===== src/rtl/uart_operand_rx.sv =====
// uart_operand_rx: 8N1 UART receiver and WRITE-packet parser (BA CD, 16 operand bytes, checksum).
// Optional macro PKT_TIMEOUT_EN adds an inter-byte gap timeout that drops partial packets.
module uart_operand_rx #(
    parameter int CLKS_PER_BIT = 10416
`ifdef PKT_TIMEOUT_EN
    ,
    parameter int TIMEOUT_CLKS = 20 * CLKS_PER_BIT
`endif
) (
    input  logic         clk,
    input  logic         rst_n,
    input  logic         rx_i,
    output logic [127:0] operands_o,
    output logic         operands_valid_o,
    output logic         chk_err_o,
    output logic         frame_err_o,
    output logic         busy_o
);

    localparam int CW = $clog2(CLKS_PER_BIT + 1);
    localparam logic [CW-1:0] HALF_LAST = CW'(CLKS_PER_BIT / 2 - 1);
    localparam logic [CW-1:0] BIT_LAST  = CW'(CLKS_PER_BIT - 1);

    typedef enum logic [1:0] {
        RX_IDLE,
        RX_START,
        RX_DATA,
        RX_STOP
    } rx_state_t;

    typedef enum logic [1:0] {
        PK_HDR0,
        PK_HDR1,
        PK_PAYLOAD,
        PK_CHK
    } pk_state_t;

    logic          rx_meta_q;
    logic          rx_sync_q;
    rx_state_t     rx_state_q;
    logic [CW-1:0] clk_cnt_q;
    logic [2:0]    bit_idx_q;
    logic [7:0]    rx_data_q;
    logic          byte_stb_q;
    logic          frame_err_q;

    pk_state_t     pk_state_q;
    logic [3:0]    pay_cnt_q;
    logic [127:0]  sr_q;
    logic [127:0]  operands_q;
    logic          valid_q;
    logic          chk_err_q;
    logic [7:0]    chk_d;

    // Byte receiver; the synchronizer idles high so reset never looks like a start bit.
    always_ff @(posedge clk) begin
        if (!rst_n) begin
            rx_meta_q   <= 1'b1;
            rx_sync_q   <= 1'b1;
            rx_state_q  <= RX_IDLE;
            clk_cnt_q   <= '0;
            bit_idx_q   <= '0;
            rx_data_q   <= '0;
            byte_stb_q  <= 1'b0;
            frame_err_q <= 1'b0;
        end else begin
            rx_meta_q   <= rx_i;
            rx_sync_q   <= rx_meta_q;
            byte_stb_q  <= 1'b0;
            frame_err_q <= 1'b0;
            case (rx_state_q)
                RX_IDLE: begin
                    clk_cnt_q <= '0;
                    bit_idx_q <= '0;
                    if (!rx_sync_q) begin
                        rx_state_q <= RX_START;
                    end
                end
                RX_START: begin
                    if (clk_cnt_q == HALF_LAST) begin
                        clk_cnt_q  <= '0;
                        rx_state_q <= rx_sync_q ? RX_IDLE : RX_DATA;
                    end else begin
                        clk_cnt_q <= clk_cnt_q + CW'(1);
                    end
                end
                RX_DATA: begin
                    if (clk_cnt_q == BIT_LAST) begin
                        clk_cnt_q <= '0;
                        rx_data_q <= {rx_sync_q, rx_data_q[7:1]};
                        bit_idx_q <= bit_idx_q + 3'd1;
                        if (bit_idx_q == 3'd7) begin
                            rx_state_q <= RX_STOP;
                        end
                    end else begin
                        clk_cnt_q <= clk_cnt_q + CW'(1);
                    end
                end
                RX_STOP: begin
                    if (clk_cnt_q == BIT_LAST) begin
                        clk_cnt_q   <= '0;
                        byte_stb_q  <= rx_sync_q;
                        frame_err_q <= !rx_sync_q;
                        rx_state_q  <= RX_IDLE;
                    end else begin
                        clk_cnt_q <= clk_cnt_q + CW'(1);
                    end
                end
                default: rx_state_q <= RX_IDLE;
            endcase
        end
    end

`ifdef PKT_TIMEOUT_EN
    localparam int GW = $clog2(TIMEOUT_CLKS + 1);
    localparam logic [GW-1:0] GAP_LIMIT = GW'(TIMEOUT_CLKS);

    logic [GW-1:0] gap_cnt_q;
    logic          gap_hit;

    always_ff @(posedge clk) begin
        if (!rst_n) begin
            gap_cnt_q <= '0;
        end else if (byte_stb_q || pk_state_q == PK_HDR0) begin
            gap_cnt_q <= '0;
        end else if (gap_cnt_q != GAP_LIMIT) begin
            gap_cnt_q <= gap_cnt_q + GW'(1);
        end
    end

    assign gap_hit = (gap_cnt_q == GAP_LIMIT);
`endif

    // Only the low bytes of A and B survive the mod-256 sum of 0xBACD + A + B.
    assign chk_d = 8'hCD + sr_q[71:64] + sr_q[7:0];

    always_ff @(posedge clk) begin
        if (!rst_n) begin
            pk_state_q <= PK_HDR0;
            pay_cnt_q  <= '0;
            sr_q       <= '0;
            operands_q <= '0;
            valid_q    <= 1'b0;
            chk_err_q  <= 1'b0;
        end else begin
            valid_q   <= 1'b0;
            chk_err_q <= 1'b0;
            if (frame_err_q) begin
                pk_state_q <= PK_HDR0;
            end else if (byte_stb_q) begin
                case (pk_state_q)
                    PK_HDR0: begin
                        if (rx_data_q == 8'hBA) begin
                            pk_state_q <= PK_HDR1;
                        end
                    end
                    PK_HDR1: begin
                        pay_cnt_q <= '0;
                        if (rx_data_q == 8'hCD) begin
                            pk_state_q <= PK_PAYLOAD;
                        end else if (rx_data_q != 8'hBA) begin
                            pk_state_q <= PK_HDR0;
                        end
                    end
                    PK_PAYLOAD: begin
                        sr_q      <= {sr_q[119:0], rx_data_q};
                        pay_cnt_q <= pay_cnt_q + 4'd1;
                        if (pay_cnt_q == 4'd15) begin
                            pk_state_q <= PK_CHK;
                        end
                    end
                    PK_CHK: begin
                        if (rx_data_q == chk_d) begin
                            operands_q <= sr_q;
                            valid_q    <= 1'b1;
                        end else begin
                            chk_err_q <= 1'b1;
                        end
                        pk_state_q <= PK_HDR0;
                    end
                    default: pk_state_q <= PK_HDR0;
                endcase
            end
`ifdef PKT_TIMEOUT_EN
            else if (gap_hit) begin
                pk_state_q <= PK_HDR0;
            end
`endif
        end
    end

    assign operands_o       = operands_q;
    assign operands_valid_o = valid_q;
    assign chk_err_o        = chk_err_q;
    assign frame_err_o      = frame_err_q;
    assign busy_o           = (pk_state_q != PK_HDR0);

endmodule


===== config.mk =====
export PLATFORM = sky130hd
export DESIGN_NAME = uart_operand_rx
export DESIGN_NICKNAME = d
export VERILOG_FILES = /design/src/rtl/uart_operand_rx.sv
export SDC_FILE = /design/constraint.sdc
export NUM_CORES = 1
export LEC_CHECK = 0
export CAP_MARGIN = 20
export CORE_MARGIN = 5
export CORE_UTILIZATION = 25
export DETAILED_ROUTE_END_ITERATION = 12
export PLACE_DENSITY = 0.51
export SYNTH_ARGS = -nofsm -noshare
export SYNTH_HDL_FRONTEND = slang
export SYNTH_SLANG_ARGS = --single-unit

===== constraint.sdc =====
create_clock -name clk -period 3.6 [get_ports clk]
set_input_delay 0.9 -clock clk [delete_from_list [all_inputs] [get_ports clk]]
set_output_delay 0.9 -clock clk [all_outputs]
set_load 0.01 [all_outputs]

## Word level (Yosys, flattened, before mapping)

Index checks and enable logic that the tools add are counted.

- Add/sub/neg operators: 5
- Equal/unequal tests: 22
- Mux-type cells: 20
- Bitwise logic cells: 4
- Reduce and logical (&&, ||, !) cells: 17

Operator list:

| kind | count |
|---|---|
| $pmux 14 s3 | 1 |
| $mux 14 | 2 |
| $mux 2 | 10 |
| $eq 8x8->1 const B | 2 |
| $pmux 2 s4 | 2 |
| $add 14x1->14 const B | 1 |
| $eq 14x13->1 const B | 1 |
| $eq 14x14->1 const B | 1 |
| $ne 2x2->1 const B | 7 |
| $reduce_and 3->1 | 3 |
| $add 8x8->8 | 1 |
| $add 8x8->8 const A | 1 |
| $eq 2x2->1 const B | 4 |
| $eq 8x8->1 | 1 |
| $ne 8x8->1 const B | 1 |
| $pmux 4 s2 | 1 |
| $reduce_and 4->1 | 2 |
| $pmux 3 s2 | 1 |
| $reduce_bool 2->1 | 3 |
| $reduce_and 5->1 | 1 |
| $add 4x1->4 const B | 1 |
| $eq 2x1->1 const B | 2 |
| $eq 4x4->1 const B | 1 |
| $logic_not 2->1 | 2 |
| 10 further kinds | 16 |

- Register bits: 295
- Word-level logic and storage cells: 82

## Logic depth before layout (Yosys ltp)

Gate-level depths: netlist of the first run.

- Depth in word-level cells: 4
- Mapped depth: 13
- Gate-level depth less buffers: 11

## Worst setup path before layout of the first run

No wires, ideal clock.

- Path kind: reg2reg
- Start: register sr_q[1]
- End: register operands_q[100] (netlist: operands_o[100])
- Arrival: 2.631 ns
- Path slack: 0.897 ns
- Stages on the path, launching flop included: 12
- Clock period less this slack: 2.703 ns
- Cells stage by stage: dfxtp_1 ha_1 ha_1 fa_1 xnor2_1 xnor2_1 nor4_1 nand2_1 nor4_4 buf_8 buf_12 mux2i_1

- Cells in the longest elaborated chain, start to end: 3

Ends and longest elaborated chain:

| item | line | source |
|---|---|---|
| start, declared | 49 | `logic [127:0] sr_q;` |
| start signal, assigned | 166 | `sr_q <= {sr_q[119:0], rx_data_q};` |
| $add 8x8->8 | 135 | `assign chk_d = 8'hCD + sr_q[71:64] + sr_q[7:0];` |
| $eq 8x8->1 | 173 | `if (rx_data_q == chk_d) begin` |
| $reduce_and 4->1 (no source line) | n/a |  |
| end signal, assigned | 174 | `operands_q <= sr_q;` |
| end, declared | 50 | `logic [127:0] operands_q;` |

Every way passes these cells.
A chain may end at the register's enable or synchronous reset.

## Worst setup path after layout of the first run

- Start: register sr_q[65]
- End: register operands_q[74] (netlist: operands_o[74])

- Cells in the longest elaborated chain, start to end: 4

Ends and longest elaborated chain:

| item | line |
|---|---|
| $add 8x8->8 (2 in series) | 135 |
| $eq 8x8->1 | 173 |
| $reduce_and 4->1 (no source line) | n/a |

Every way passes these cells.

==> results.md, run 1 <==
* Status: finished clean
* Slew headroom at 0.360
* Final net count at 1489
* Post-Synth Adder-Cell Area at 0.0234
* Final period util at 0.893
* Peak VDD IR at 251 uV
* Mapped Cells at 1369
* Remaining global-route overflow at 0
* XOR/XNOR Fraction of Synth Area at 0.0181
* Max Buffers Root-to-Sink at 3
* Met2 Wirelength at 13500 um
* Mux contribution to synthesized area at 0.115
* Fin. max-slew vios at 0
* CP Capture Type: flip-flop
* Filler instances at 4995
* Reg2reg setup slack at 380 ps
* CP max FO at 89
* Sequential fraction of the synthesis area at 0.488
* Die X at 230 um
* Mean Syn Cell Area at 8.84 um^2
* Worst path max stage delay at 480 ps
* Vias in the first global route at 8799
* Critical-path cell list: ha_1 > ha_1 > fa_1 > xnor2_1 > xnor2_1 > nor4_1 > nand2_1 > nor4_4 > buf_12 > mux2i_1
* CORE AREA at 47800 um^2
* Ys async rst share at 0
* I/O Buffers at 134
* Root Buffer: clkbuf_16
* Initial antenna violation count at 0
* CTS Hold Bufs at 0
* Cts repair resizes at 0
* CTS tree: yes
* Count of warnings emitted by yosys at 0
* Largest net degree at the start of global routing at 117
* Mapped Nets at 1394
* Fin. Hold Viols at 0
* Share of layout cells above drive strength 1 at 0.0518
* CP Data Required Time at 4030 ps
* WL/cell at 14.1 um
* Main synth FF type: dfxtp_1
* Vias at 8999
* Largest family of logic cells by synthesized area: simple AND/OR/NAND/NOR gates
* Dominant cells by area after synthesis: dfxtp_1 (49%), nand2_1 (16%), mux2i_1 (11%)
* Worst path slowest cell: buf_12
* Hold depth at 1
* Ant diodes at 0
* DRT Wirelength at 29700 um
* # Post-CTS Setup Buffers at 0
* Row count at 80
* Final Skew at 11.1 ps
* First-pass GRT wire length at 48200 um
* Simple-gate share of the synthesized area at 0.210
* H-tree levels at 2
* Seq cells post-synth at 295
* DRC errors left at 0
* TritonRoute pass-1 iters at 4
* Initial drt markers at 512
* Compound-Gate Fraction of Synth Area at 0.0929
* Sinks on the clock net at 295
* Setup Viol. Count Final at 0
* Vias per cell at 4.28
* Reg-to-Reg Start: sr_q[65]$_SDFFE_PN0P_
* P_leak at 4.73 nW
* Hold_ws at 406 ps
* Min Tclk post-route at 3220 ps
* Crit start category: flip-flop
* Initial core utilization at 0.253
* Number of buffers created by CTS at 35
* Reg2reg path depth at 10
* Worst slew pin tran at 959 ps
* Fin Setup TNS at 0 ps
* Worst setup path startpoint: sr_q[65]$_SDFFE_PN0P_
* Hpwl dp at 19600 um
* Max Cap Viol at 0
* CTS clock-pin slew for the worst setup and hold paths at 60 ps
* Netlist cell types at 46
* Die area at 52900 um^2
* Top layer in use: met4
* Number of synthesized flops with an enable pin at 0
* Met1 WL at 14300 um
* Detail Route Antenna Nets at 0
* Post-Syn Area at 12100 um^2
* RSZ-0062 raised after global routing: false
* Met3 wire length at 1480 um
* Synth top area share at 0.488
* Critical path type: flip-flop to flip-flop
* Area grow syn2layout at 24.3%
* Worst-skew pair later-pin latency at 500 ps
* WP data arrival at 3650 ps
* Hold WC Path Type: flip-flop to flip-flop
* Worst Min Path Start: rx_meta_q$_SDFF_PN1_
* Pwr/cell area at 462 nW/um^2
* Die H at 230 um
* I/O pin count at 135
* Area leader, netlist: dfxtp_1
* RD Place Congestion at 0.745
* FMAX at 311 MHz
* Total GRT Usage at 0.109
## Yosys cell counts, drive strengths merged, types with 3 or more instances
master,instances
a21boi,130
a21o,3
a21oi,10
and2,4
and3,3
buf,17
clkbuf,74
dfxtp,295
ha,21
inv,23
mux2i,138
nand2,531
nand2b,5
nand3,10
nand4,6
nand4b,3
nor2,22
nor2b,15
nor3,6
nor4,4
o21ai,4
xnor2,16
xor2,9
## logic make-up (layout without fill, tap and decap cells)
logic type / after synthesis / count (layout)
AND/OR/NAND/NOR: 620 / 620
buffers and inverters: 114 / 232
XOR/XNOR: 25 / 25
AO/OA/AOI/OAI: 154 / 154
flip-flops: 295 / 295
multiplexers: 139 / 139
adder cells (fa/ha/maj): 22 / 22
## layout by cell type, fill, tap and decap left out, types with 6 or more instances in the layout
cell type / count
a21boi_0: 130
nor3_1: 6
a21oi_1: 10
nand2_1: 530
inv_1: 23
clkbuf_16: 35
xnor2_1: 16
mux2i_1: 138
buf_4: 8
buf_12: 7
clkbuf_8: 7
nor2b_1: 15
xor2_1: 9
ha_1: 21
dfxtp_1: 295
nand4_1: 6
nand3_1: 10
clkinv_2: 6
nor2_1: 22
clkdlybuf4s50_1: 133
clkbuf_1: 6
## final timing paths
check | to
worst max-delay path | operands_o[74]$_SDFFE_PN0P_
worst min-delay path | rx_sync_q$_SDFF_PN1_
worst max register to register | operands_o[74]$_SDFFE_PN0P_
worst min register to register | rx_sync_q$_SDFF_PN1_
## layout make-up
cell class | instances | area [um^2] | share of cell area
clock buffer | 48 | 995 | 0.0662
clock inverter | 12 | 166 | 0.0111
inverter | 23 | 86.3 | 0.00574
multi-input combinational | 960 | 5570 | 0.370
sequential | 295 | 5910 | 0.393
tap | 615 | 769 | 0.0512
timing repair buffer | 149 | 1550 | 0.103
## power breakdown
group | internal, mW | total [mW] | switching [mW]
Sequential | 3.27 | 3.27 | 0.00220
Combinational | 0.0327 | 0.101 | 0.0680
Clock | 2.21 | 3.58 | 1.36
Total | 5.51 | 6.95 | 1.43
## flip-flops by register name, summed over array words and instances (netlist names), named ones only
name and flops:
bit_idx_q 3, frame_err_o 1, pk_state_q 1, operands_o 128
rx_meta_q 1, rx_state_q 1, clk_cnt_q 14, rx_sync_q 1
chk_err_o 1, operands_valid_o 1, byte_stb_q 1, sr_q 128
pay_cnt_q 4, rx_data_q 8
## worst max-delay path, delay by kind of cell, from the launching register on
family	cells	cell delay [ps]
AND/OR/NAND/NOR	3	680
adder cells (fa/ha/maj)	3	900
XOR/XNOR	2	280
buffers and inverters	1	480
multiplexers	1	260
flip-flops	1	390
## through the flow
stage	cell area, um^2	std cells	setup WS, ps	utilization	power [mW]
after floorplan	12100	1369	897	-	3.42
after global placement	13900	2042	442	0.290	3.44
after detailed placement	13900	2042	378	0.290	3.44
after CTS	15000	2102	351	0.314	7.09
after global routing	15000	2102	181	0.314	7.21
final	15000	2102	383	0.314	6.95
## layer usage
layer,up-vias,track usage
met4,0,0.0275
met5,-,0
li1,4622,-
met1,4238,0.146
met3,34,0.0281
met2,105,0.178
(Power assumes the default switching activity.)
==> inputs of run 2 (changes only) <==
--- a/config.mk
+++ b/config.mk
@@ -6,7 +6,7 @@
 export NUM_CORES = 1
 export LEC_CHECK = 0
 export CAP_MARGIN = 20
-export CORE_MARGIN = 5
+export CORE_ASPECT_RATIO = 1.75
 export CORE_UTILIZATION = 25
 export DETAILED_ROUTE_END_ITERATION = 12
 export PLACE_DENSITY = 0.51
==> run 2 against run 1 <==
Against the previous run: first-iteration DRC count decreased by 8.2%; via count decreased by 0.12%; register-to-register slack about the same; clock-buffer cell count decreased by 6; final cell count decreased by 1.3%; global-route usage increased by 1.6 points; die area decreased by 6.8%; critical endpoint is now operands_o[69]$_SDFFE_PN0P_.
==> results.md, run 2 (same netlist as run 1, synthesis figures left out) <==
* Vias at 8988 (-0.12%)
* CP Data Required Time at 4100 ps (+70 ps)
* Initial drt markers at 470 (-8.2%)
* Commonest non-fill, non-tap cell in the layout: nand2_1
* Final worst setup slack at 379 ps (-4.25 ps)
* Sinks on the clock net at 295 (unchanged)
* Largest net degree at the start of global routing at 117 (unchanged)
* Fin Setup TNS at 0 ps (unchanged)
* Final period util at 0.895 (+0.00118)
* TritonRoute pass-1 iters at 5 (+1)
* Post-Place Setup Slack at 409 ps (+31.2 ps)
* Fin. max-slew vios at 0 (unchanged)
* Die area at 49300 um^2 (-6.8%)
* Critical path type: flip-flop to flip-flop
* Max Cap Viol at 0 (unchanged)
* Max Buffers Root-to-Sink at 3 (unchanged)
* FMAX at 310 MHz (-0.13%)
* Worst path slowest cell: fa_1
* P_leak at 4.67 nW (-1.3%)
* Top layer in use: met4
* Vias in the first global route at 8970 (+1.9%)
* DRT Wirelength at 30900 um (+4.1%)
* CP max FO at 14 (-84%)
* Remaining global-route overflow at 0 (unchanged)
* Status: finished clean
* Power, Total at 6.63 mW (-4.6%)
* Peak VDD IR at 320 uV (+27%)
* RD Place Congestion at 0.759 (+1.9%)
* Slew headroom at 0.382 (+0.0220)
* WP data arrival at 3720 ps (+70 ps)
* Met1 WL at 12300 um (-13%)
* Initial antenna violation count at 0 (unchanged)
* H-tree levels at 1 (-1)
* Worst slew pin tran at 926 ps (-33.0 ps)
* CP Capture Type: flip-flop
* Die H at 293 um (+27%)
* I/O pin count at 135 (unchanged)
* First-pass GRT wire length at 49300 um (+2.1%)
* FF+latch area at 5910 um^2 (unchanged)
* Final net count at 1485 (-0.27%)
* Top Family by Delay on Critical Path: adder cells
* Met3 wire length at 1080 um (-27%)
* # Post-CTS Setup Buffers at 0 (unchanged)
* I/O Buffers at 134 (unchanged)
* Area grow syn2layout at 23.2%
* Share of layout cells above drive strength 1 at 0.0473 (-0.00452)
* Min-Delay Endpoint: rx_sync_q$_SDFF_PN1_
* Detail Route Antenna Nets at 0 (unchanged)
* WL/cell at 14.9 um (+5.4%)
* R2R Path End: operands_o[69]$_SDFFE_PN0P_
* Setup Viol. Count Final at 0 (unchanged)
* Hold WC Path Type: flip-flop to flip-flop
* Die X at 168 um (-27%)
* Number of buffers created by CTS at 30 (-14%)
* Worst Min Path Start: rx_meta_q$_SDFF_PN1_
* Fin. Hold Viols at 0 (unchanged)
* Reg2reg path depth at 11 (+1)
* Hpwl dp at 21000 um (+7.2%)
* CORE AREA at 47700 um^2 (-0.21%)
* Critical-path cell list: ha_1 > ha_1 > fa_1 > xnor2_1 > xnor2_1 > nor4_1 > nand2_1 > nor4_4 > buf_12 > buf_4 > mux2i_1
* Placed Cells at 2022 (-0.98%)
* Multi-input gate area in the final layout at 5570 um^2 (unchanged)
* Cts repair resizes at 0 (unchanged)
* Final instance area at 14900 um^2 (-0.91%)
* Total GRT Usage at 0.125 (+0.0159)
* Non-Filler Instances at 2075 (-1.3%)
* Worst path max stage delay at 420 ps (-60 ps)
* Vias per cell at 4.33 (+1.2%)
* Worst-skew pair later-pin latency at 580 ps (+80 ps)
* Filler instances at 5060 (+1.3%)
* Min Tclk post-route at 3220 ps (+4.25 ps)
* Placed cell areas at 13900 um^2 (about the same)
* RSZ-0062 raised after global routing: false
* Reg-to-Reg Start: sr_q[65]$_SDFFE_PN0P_
* Crit start category: flip-flop
* Pwr/cell area at 445 nW/um^2 (-3.7%)
* DRC errors left at 0 (unchanged)
* Critical path buffers and inverters at 2 (+1)
* CTS Hold Bufs at 0 (unchanged)
* Met2 Wirelength at 16700 um (+24%)
* CTS tree: yes
* Initial core utilization at 0.253 (+0.000530)
* Root Buffer: clkbuf_16
* Ant diodes at 0 (unchanged)
* Row count at 106 (+33%)
* CTS clock-pin slew for the worst setup and hold paths at 60 ps (about the same)
* Final Skew at 16.8 ps (+5.63 ps)
* Commonest cells after routing, fill and taps aside: nand2_1 (530), dfxtp_1 (295), mux2i_1 (138), clkdlybuf4s50_1 (133), a21boi_0 (130)
* Reg2reg setup slack at 380 ps (about the same)
* Hold depth at 1 (unchanged)
## run 2: cell count changes in the layout (fill, tap and decap cells not counted), sizes merged
| cell | before | now |
|---|---|---|
| inv | 24 | 23 |
| clkbuf | 48 | 42 |
| buf | 16 | 17 |
## run 2: power by group
| part | total [mW] | internal (mW) | switching, mW | leakage [nW] |
|---|---|---|---|---|
| Combinational | 0.0977 | 0.0306 | 0.0671 | 1.80 |
| Clock | 3.26 | 1.92 | 1.34 | 0.497 |
| Sequential | 3.27 | 3.27 | 0.00233 | 2.38 |
| Total | 6.63 | 5.21 | 1.41 | 4.67 |
## run 2: layer usage
metal  vias to the layer above  global-route usage
met2                       130               0.246
met3                        37              0.0194
li1                       4624                   -
met5                         -                   0
met4                         0              0.0386
met1                      4197               0.134
## run 2: layout make-up
type / instances / share of cell area
multi-input combinational: 960 / 0.374
tap: 594 / 0.0499
sequential: 295 / 0.396
clock buffer: 42 / 0.0568
inverter: 23 / 0.00579
timing repair buffer: 150 / 0.106
clock inverter: 11 / 0.0116
## run 2: how the worst max path moves through the flow
stage	start	to	slack (ps)	depth (start not counted)
after floorplan	sr_q[1]$_SDFFE_PN0P_	operands_o[100]$_SDFFE_PN0P_	900	11
after global placement	sr_q[65]$_SDFFE_PN0P_	operands_o[80]$_SDFFE_PN0P_	540	11
after detailed placement	sr_q[65]$_SDFFE_PN0P_	operands_o[78]$_SDFFE_PN0P_	410	11
after CTS	sr_q[65]$_SDFFE_PN0P_	operands_o[78]$_SDFFE_PN0P_	370	11
after global routing	sr_q[65]$_SDFFE_PN0P_	operands_o[78]$_SDFFE_PN0P_	160	11
final	sr_q[65]$_SDFFE_PN0P_	operands_o[69]$_SDFFE_PN0P_	380	11
## run 2: stage by stage
step | hold slack (ps) | util
6_report | 406 | 0.312
5_1_grt | 433 | 0.312
4_1_cts | 406 | 0.312
3_5_place_dp | 392 | 0.291
3_3_place_gp | 394 | 0.291
2_1_floorplan | 386 | -
